==> src/rtl/sample_decimator_pkg.sv <==
// Shared definitions for the decimator and the averaging filter that feeds it.
//   DEFAULT_BIT_WIDTH : default sample width (signed two's complement)
//   PHASE_W           : width of the decimation phase counter (covers R up to 16)
//   dec_sel_e         : encodings of the 3-bit decimation / filter-window select
//   ratio_from_sel()  : dec_sel -> ratio R (1, 2, 4, 8, 16)
//   last_phase()      : dec_sel -> R-1, the phase on which a sample is kept
package sample_decimator_pkg;

    localparam int DEFAULT_BIT_WIDTH = 16;
    localparam int PHASE_W           = 4;

    typedef enum logic [2:0] {
        DEC_SEL_1  = 3'b000,
        DEC_SEL_2  = 3'b001,
        DEC_SEL_4  = 3'b010,
        DEC_SEL_8  = 3'b011,
        DEC_SEL_16 = 3'b100
    } dec_sel_e;

    // Codes 100..111 all select the largest ratio.
    function automatic logic [4:0] ratio_from_sel(input logic [2:0] sel);
        logic [4:0] r;
        r = 5'd16;
        if (sel == DEC_SEL_1)      r = 5'd1;
        else if (sel == DEC_SEL_2) r = 5'd2;
        else if (sel == DEC_SEL_4) r = 5'd4;
        else if (sel == DEC_SEL_8) r = 5'd8;
        return r;
    endfunction

    function automatic logic [PHASE_W-1:0] last_phase(input logic [2:0] sel);
        logic [4:0] r_m1;
        r_m1 = ratio_from_sel(sel) - 5'd1;
        return r_m1[PHASE_W-1:0];
    endfunction

endpackage

==> src/rtl/sample_decimator_if.sv <==
// Sample stream bundle around the decimator.
//   d, d_valid : incoming filtered samples
//   q, q_valid : buffered output stream (head of the output FIFO)
//   q_ready    : consumer accepts q this cycle
// Modports: master = stream source / consumer side, slave = decimator side.
interface sample_decimator_if
    import sample_decimator_pkg::*;
#(
    parameter int BIT_WIDTH = DEFAULT_BIT_WIDTH
) ();

    logic signed [BIT_WIDTH-1:0] d;
    logic                        d_valid;
    logic signed [BIT_WIDTH-1:0] q;
    logic                        q_valid;
    logic                        q_ready;

    modport master (output d, d_valid, q_ready, input q, q_valid);
    modport slave  (input d, d_valid, q_ready, output q, q_valid);

endinterface

==> src/rtl/sample_decimator_sync_fifo.sv <==
// sync_fifo: first-word-fall-through FIFO with a registered head.
//   clk, srst  : clock, synchronous active-high reset
//   push_i     : write wr_data_i (ignored when full unless popping on the same edge)
//   wr_data_i  : sample to write
//   pop_i      : remove head (ignored when empty)
//   rd_data_o  : head sample, registered, 0 after reset
//   full_o, empty_o, level_o : occupancy status
module sync_fifo #(
    parameter int BIT_WIDTH  = 16,
    parameter int FIFO_DEPTH = 16,
    localparam int PTR_W     = $clog2(FIFO_DEPTH),
    localparam int LEVEL_W   = PTR_W + 1
) (
    input  logic                        clk,
    input  logic                        srst,
    input  logic                        push_i,
    input  logic signed [BIT_WIDTH-1:0] wr_data_i,
    input  logic                        pop_i,
    output logic signed [BIT_WIDTH-1:0] rd_data_o,
    output logic                        full_o,
    output logic                        empty_o,
    output logic [LEVEL_W-1:0]          level_o
);

    logic signed [BIT_WIDTH-1:0] mem [FIFO_DEPTH];

    logic [PTR_W-1:0]            wr_ptr_q, wr_ptr_d;
    logic [PTR_W-1:0]            rd_ptr_q, rd_ptr_d;
    logic [LEVEL_W-1:0]          count_q, count_d;
    logic signed [BIT_WIDTH-1:0] head_q, head_d;
    logic                        do_push, do_pop;

    assign full_o    = (count_q == LEVEL_W'(FIFO_DEPTH));
    assign empty_o   = (count_q == '0);
    assign level_o   = count_q;
    assign rd_data_o = head_q;

    // A full FIFO still accepts a write when the head leaves on the same edge.
    assign do_pop  = pop_i && !empty_o;
    assign do_push = push_i && (!full_o || do_pop);

    always_comb begin
        wr_ptr_d = wr_ptr_q;
        rd_ptr_d = rd_ptr_q;
        count_d  = count_q;
        head_d   = head_q;
        if (do_push) wr_ptr_d = wr_ptr_q + 1'b1;
        if (do_pop)  rd_ptr_d = rd_ptr_q + 1'b1;
        if (do_push && !do_pop)      count_d = count_q + 1'b1;
        else if (!do_push && do_pop) count_d = count_q - 1'b1;
        // Head register: new data bypasses the array when it becomes the
        // head immediately; otherwise the next entry is read from the array.
        // When full, the write slot equals the old head slot, never rd_ptr+1.
        if (do_push && (empty_o || (do_pop && count_q == LEVEL_W'(1))))
            head_d = wr_data_i;
        else if (do_pop && count_q > LEVEL_W'(1))
            head_d = mem[rd_ptr_d];
    end

    always_ff @(posedge clk) begin
        if (!srst && do_push)
            mem[wr_ptr_q] <= wr_data_i;
    end

    always_ff @(posedge clk) begin
        if (srst) begin
            wr_ptr_q <= '0;
            rd_ptr_q <= '0;
            count_q  <= '0;
            head_q   <= '0;
        end else begin
            wr_ptr_q <= wr_ptr_d;
            rd_ptr_q <= rd_ptr_d;
            count_q  <= count_d;
            head_q   <= head_d;
        end
    end

endmodule

==> src/rtl/sample_decimator.sv <==
// sample_decimator: keeps one of every R valid samples (R from dec_sel) and
// buffers the kept samples in an output FIFO.
//   clk        : clock, rising edge
//   sclr       : synchronous active-high reset
//   dec_sel    : decimation ratio select (1/2/4/8/16)
//   bus        : sample stream (d/d_valid in, q/q_valid/q_ready out)
//   fifo_level : output FIFO occupancy
//   overflow   : sticky, a kept sample was dropped because the FIFO was full
module sample_decimator
    import sample_decimator_pkg::*;
#(
    parameter int BIT_WIDTH  = DEFAULT_BIT_WIDTH,
    parameter int FIFO_DEPTH = 16,
    localparam int LEVEL_W   = $clog2(FIFO_DEPTH) + 1
) (
    input  logic               clk,
    input  logic               sclr,
    input  logic [2:0]         dec_sel,
    sample_decimator_if.slave  bus,
    output logic [LEVEL_W-1:0] fifo_level,
    output logic               overflow
);

    logic [2:0]         dec_sel_q;
    logic [PHASE_W-1:0] phase_q, phase_d;
    logic               overflow_q, overflow_d;
    logic               sel_changed, keep, pop, fifo_full, fifo_empty;

    assign sel_changed = (dec_sel != dec_sel_q);
    assign pop         = bus.q_ready && !fifo_empty;
    assign bus.q_valid = !fifo_empty;
    assign overflow    = overflow_q;

    // A ratio change restarts the phase and throws away that cycle's sample,
    // so the first kept sample after a change always uses the new ratio.
    always_comb begin
        phase_d    = phase_q;
        keep       = 1'b0;
        if (sel_changed) begin
            phase_d = '0;
        end else if (bus.d_valid) begin
            if (phase_q == last_phase(dec_sel_q)) begin
                keep    = 1'b1;
                phase_d = '0;
            end else begin
                phase_d = phase_q + 1'b1;
            end
        end
        overflow_d = overflow_q | (keep && fifo_full && !pop);
    end

    always_ff @(posedge clk) begin
        if (sclr) begin
            dec_sel_q  <= dec_sel;
            phase_q    <= '0;
            overflow_q <= 1'b0;
        end else begin
            dec_sel_q  <= dec_sel;
            phase_q    <= phase_d;
            overflow_q <= overflow_d;
        end
    end

    sync_fifo #(
        .BIT_WIDTH  (BIT_WIDTH),
        .FIFO_DEPTH (FIFO_DEPTH)
    ) u_fifo (
        .clk       (clk),
        .srst      (sclr),
        .push_i    (keep),
        .wr_data_i (bus.d),
        .pop_i     (pop),
        .rd_data_o (bus.q),
        .full_o    (fifo_full),
        .empty_o   (fifo_empty),
        .level_o   (fifo_level)
    );

endmodule
==> src/flat_wrapper.sv <==
// flat-port wrapper written by rule: the top's interface ports become plain ports
module sample_decimator_flat import sample_decimator_pkg::*;
#(
    parameter int BIT_WIDTH  = DEFAULT_BIT_WIDTH,
    parameter int FIFO_DEPTH = 16,
    localparam int LEVEL_W   = $clog2(FIFO_DEPTH) + 1
)
  (clk, sclr, dec_sel, fifo_level, overflow, bus_d, bus_d_valid, bus_q_ready, bus_q, bus_q_valid);
  sample_decimator_if #(.BIT_WIDTH(BIT_WIDTH)) bus_i ();
  input  logic clk;
  input  logic sclr;
  input  logic [2:0] dec_sel;
  output logic [LEVEL_W-1:0] fifo_level;
  output logic overflow;
  input wire logic [$bits(bus_i.d)-1:0] bus_d;
  input wire logic [$bits(bus_i.d_valid)-1:0] bus_d_valid;
  input wire logic [$bits(bus_i.q_ready)-1:0] bus_q_ready;
  output wire logic [$bits(bus_i.q)-1:0] bus_q;
  output wire logic [$bits(bus_i.q_valid)-1:0] bus_q_valid;
  assign bus_i.d = bus_d;
  assign bus_i.d_valid = bus_d_valid;
  assign bus_i.q_ready = bus_q_ready;
  assign bus_q = bus_i.q;
  assign bus_q_valid = bus_i.q_valid;
  sample_decimator #(.BIT_WIDTH(BIT_WIDTH), .FIFO_DEPTH(FIFO_DEPTH)) u_core (.clk(clk), .sclr(sclr), .dec_sel(dec_sel), .bus(bus_i), .fifo_level(fifo_level), .overflow(overflow));
endmodule
==> config.mk <==
export PLATFORM = sky130hd
export DESIGN_NAME = sample_decimator_flat
export DESIGN_NICKNAME = d
export VERILOG_FILES = /design/src/rtl/sample_decimator_pkg.sv /design/src/rtl/sample_decimator_if.sv /design/src/rtl/sample_decimator_sync_fifo.sv /design/src/rtl/sample_decimator.sv /design/src/flat_wrapper.sv
export SDC_FILE = /design/constraint.sdc
export NUM_CORES = 1
export LEC_CHECK = 0
export CORE_UTILIZATION = 29
export DETAILED_ROUTE_END_ITERATION = 16
export GPL_TIMING_DRIVEN = 0
export PLACE_DENSITY_LB_ADDON = 0.3
export SLEW_MARGIN = 25
export SYNTH_ARGS = -nofsm -noshare
export SYNTH_HDL_FRONTEND = slang
export SYNTH_HIERARCHICAL = 1
export SYNTH_SLANG_ARGS = --single-unit
==> constraint.sdc <==
create_clock -name clk -period 5.02 [get_ports clk]
set_input_delay 0.753 -clock clk [delete_from_list [all_inputs] [get_ports clk]]
set_output_delay 0.753 -clock clk [all_outputs]
set_load 0.05 [all_outputs]
==> impl_metrics.toml <==
[status]
status = "complete, no violations"

[synth]
ys_types = 64
yosys.area.top_type = "edfxtp_1"
ys_top_cells_by_count = "256 x edfxtp_1, 81 x mux2i_1, 62 x mux2_2"
syn_inst = 1032
ys_ff_latch = 293
netlist.area_leader.share_pct = 53.7
synth_area_leaders = "edfxtp_1 54%, mux2i_1 5.7%, dfxtp_1 5.2%, mux4_2 5.0%, mux2_2 4.9%"
avgSynthCellArea_sq_um = 13.9
syn_nets = 1066
async_flop_share_pct = 0
yosysWarnings = 6
yosysMostFrequentCell = "edfxtp_1"
synth_edf_count = 256
synth_ff_type = "edfxtp_1"
ys_seq_area_share_pct = 58.9
syn_area_sq_um = 14300

[drt]
top_layer = "met4"
wl_met3_um = 2330
detail_route.wl_per_cell_um = 23.9
drt_iter0_drc = 956
viasPerCell = 5.44
ant_nets = 0
wl_met1_um = 19500
drc_errors = 0
dr_wl_met2_um = 20100
num_vias = 9845
firstDrtPassIters = 6
drt-total-wl_um = 43200

[critical_path]
criticalPathCategory = "reg2reg"
critPathRequiredTime_ns = 5.26
cp-end-kind = "flop"
crit_arrival_ns = 4.42
startpoint_type = "flop"
cp_max_fo = 9

[floorplan]
die_y_um = 224
ios = 46
core_sq_um = 48800
initial_utilization_pct = 29.3
rows = 81
die_w_um = 224
die_area_sq_um = 50300

[run]
maxCapViolCount = 0

[layout]
syn_to_final_growth_pct = 17.9
nets = 1157
drive_gt1_share_pct = 20.5
stdcell_area_sq_um = 16900
antenna_cells = 0
final_util_pct = 34.6
fill_cells = 4811

[sta]
fin_skew_ns = 0.0310
tightestPinTransition_ns = 1.01
slew_headroom_pct = 32.8
setup_viol = 0
max_freq_mhz = 239
fin_crit_ns = 4.18
final_hold_viol_count = 0
timing.setup.tns_ns = 0
report.final.slew_viol_count = 0
fin_crit_sh_pct = 83.2
rsz0062_at_grt = "no"

[global_route]
overflow = 0
grt_max_degree = 18
grt_antenna_before_repair = 0
grt.total_usage_pct = 17.1
grt_pass1_wl_um = 64100
grt_pass1_vias = 9983

[cts]
path_clk_slew_ns = 0.06
cts_setup_buffers = 0
cts_resized = 0
cts_buffers = 34
hold_buffers = 0
htree_levels = 2
cts_tree = "built"
clockBufferDepth = 3
cts_root_buf = "clkbuf_16"
clock_sinks = 293
clk_latency_ns = 0.53

[placed_design]
dp_hpwl_um = 29700
dpl_cell_area_sq_um = 15800
gp_congestion = 0.858
io_buffers = 44

[power]
power_density_nw_per_um2 = 309
ir_worst_vdd_uv = 231
leakage_nw = 5.23

[worst_hold_path]
hold_class = "reg2reg"
[flip-flops by register name, indices dropped and copies added, names as in the netlist]
register / cells
u_core/dec_sel_q: 3
u_core/overflow: 1
u_core/phase_q: 4
u_core/u_fifo/level_o: 5
u_core/u_fifo/mem: 256
u_core/u_fifo/rd_data_o: 16
u_core/u_fifo/rd_ptr_q: 4
u_core/u_fifo/wr_ptr_q: 4
[power by group]
group | internal [mW] | switching [mW] | total (mW)
sequential | 2.65 | 0.00292 | 2.65
clock | 1.50 | 0.985 | 2.48
combinational | 0.0222 | 0.0535 | 0.0757
[layout by cell type (no fill, tap or decap), types with 37 or more instances in the layout]
master	Yosys	layout
mux2i_1	81	81
dfxtp_1	37	37
nand2_1	44	44
clkbuf_1	27	41
clkdlybuf4s50_1	0	44
nand3_1	37	37
edfxtp_1	256	256
a21oi_1	38	38
a22oi_1	47	47
mux2_2	62	62
[worst max-delay path, stage by stage, from the launching register on]
cell and delay (ns):
dfxtp_1 0.47, inv_1 0.11, ha_1 0.24, or4b_1 0.17, buf_4 0.19, inv_8 0.08, nor2b_1 0.15, clkbuf_1 0.42
o21a_1 0.19, clkbuf_1 0.29, nor2b_1 0.29, nand2_1 0.27, nor3_2 0.54, buf_4 0.30, buf_4 0.19
[path summary, 6_finish.rpt]
path	depth (start not counted)	slack, ns	from	endpoint
setup / recovery	14	0.84	u_core/u_fifo/level_o[0]	u_core/u_fifo/mem[1][7]
hold / removal	2	0.47	u_core/overflow	u_core/overflow
setup reg to reg	14	0.84	u_core/u_fifo/level_o[0]	u_core/u_fifo/mem[1][7]
hold reg to reg	2	0.47	u_core/overflow	u_core/overflow
[final cells by class]
type	count	area [sq um]	share of cell area, %
flip-flops and latches	293	8430	49.9
multi-input cells	649	5530	32.8
clock buffers	49	928	5.50
well taps	664	831	4.92
repair buffers	55	534	3.16
plain buffers	78	400	2.37
clock inverters	10	173	1.02
inverters	12	57.6	0.341
[kinds of logic after synthesis]
group / after synthesis / synth area share (%)
and+or+nand+nor: 206 / 7.43
xor gates and xnor gates: 21 / 1.28
AOI/OAI and AO/OA: 235 / 12.6
buffers and inverters: 90 / 3.20
DFF: 293 / 58.9
muxes: 176 / 15.7
adders and majority gates: 11 / 0.961
[metrics by stage]
step / worst slack (ns) / hold WS (ns) / cells / total power, mW
final: 0.843 / 0.470 / 1810 / 5.21
after global routing: 0.548 / 0.494 / 1810 / 5.36
after CTS: 0.864 / 0.472 / 1810 / 5.26
after detailed placement: 0.831 / 0.463 / 1751 / 2.78
after global placement: -0.534 / 0.463 / 1740 / 2.78
after floorplan: 0.889 / 0.543 / 1032 / 2.72
[routing by layer]
metal / vias up / track usage [%]
met5: - / 0
met4: 0 / 6.08
met3: 83 / 2.31
met2: 360 / 27.7
met1: 5058 / 23.4
li1: 4344 / -
Note: power is estimated with default switching activity, not from simulation.
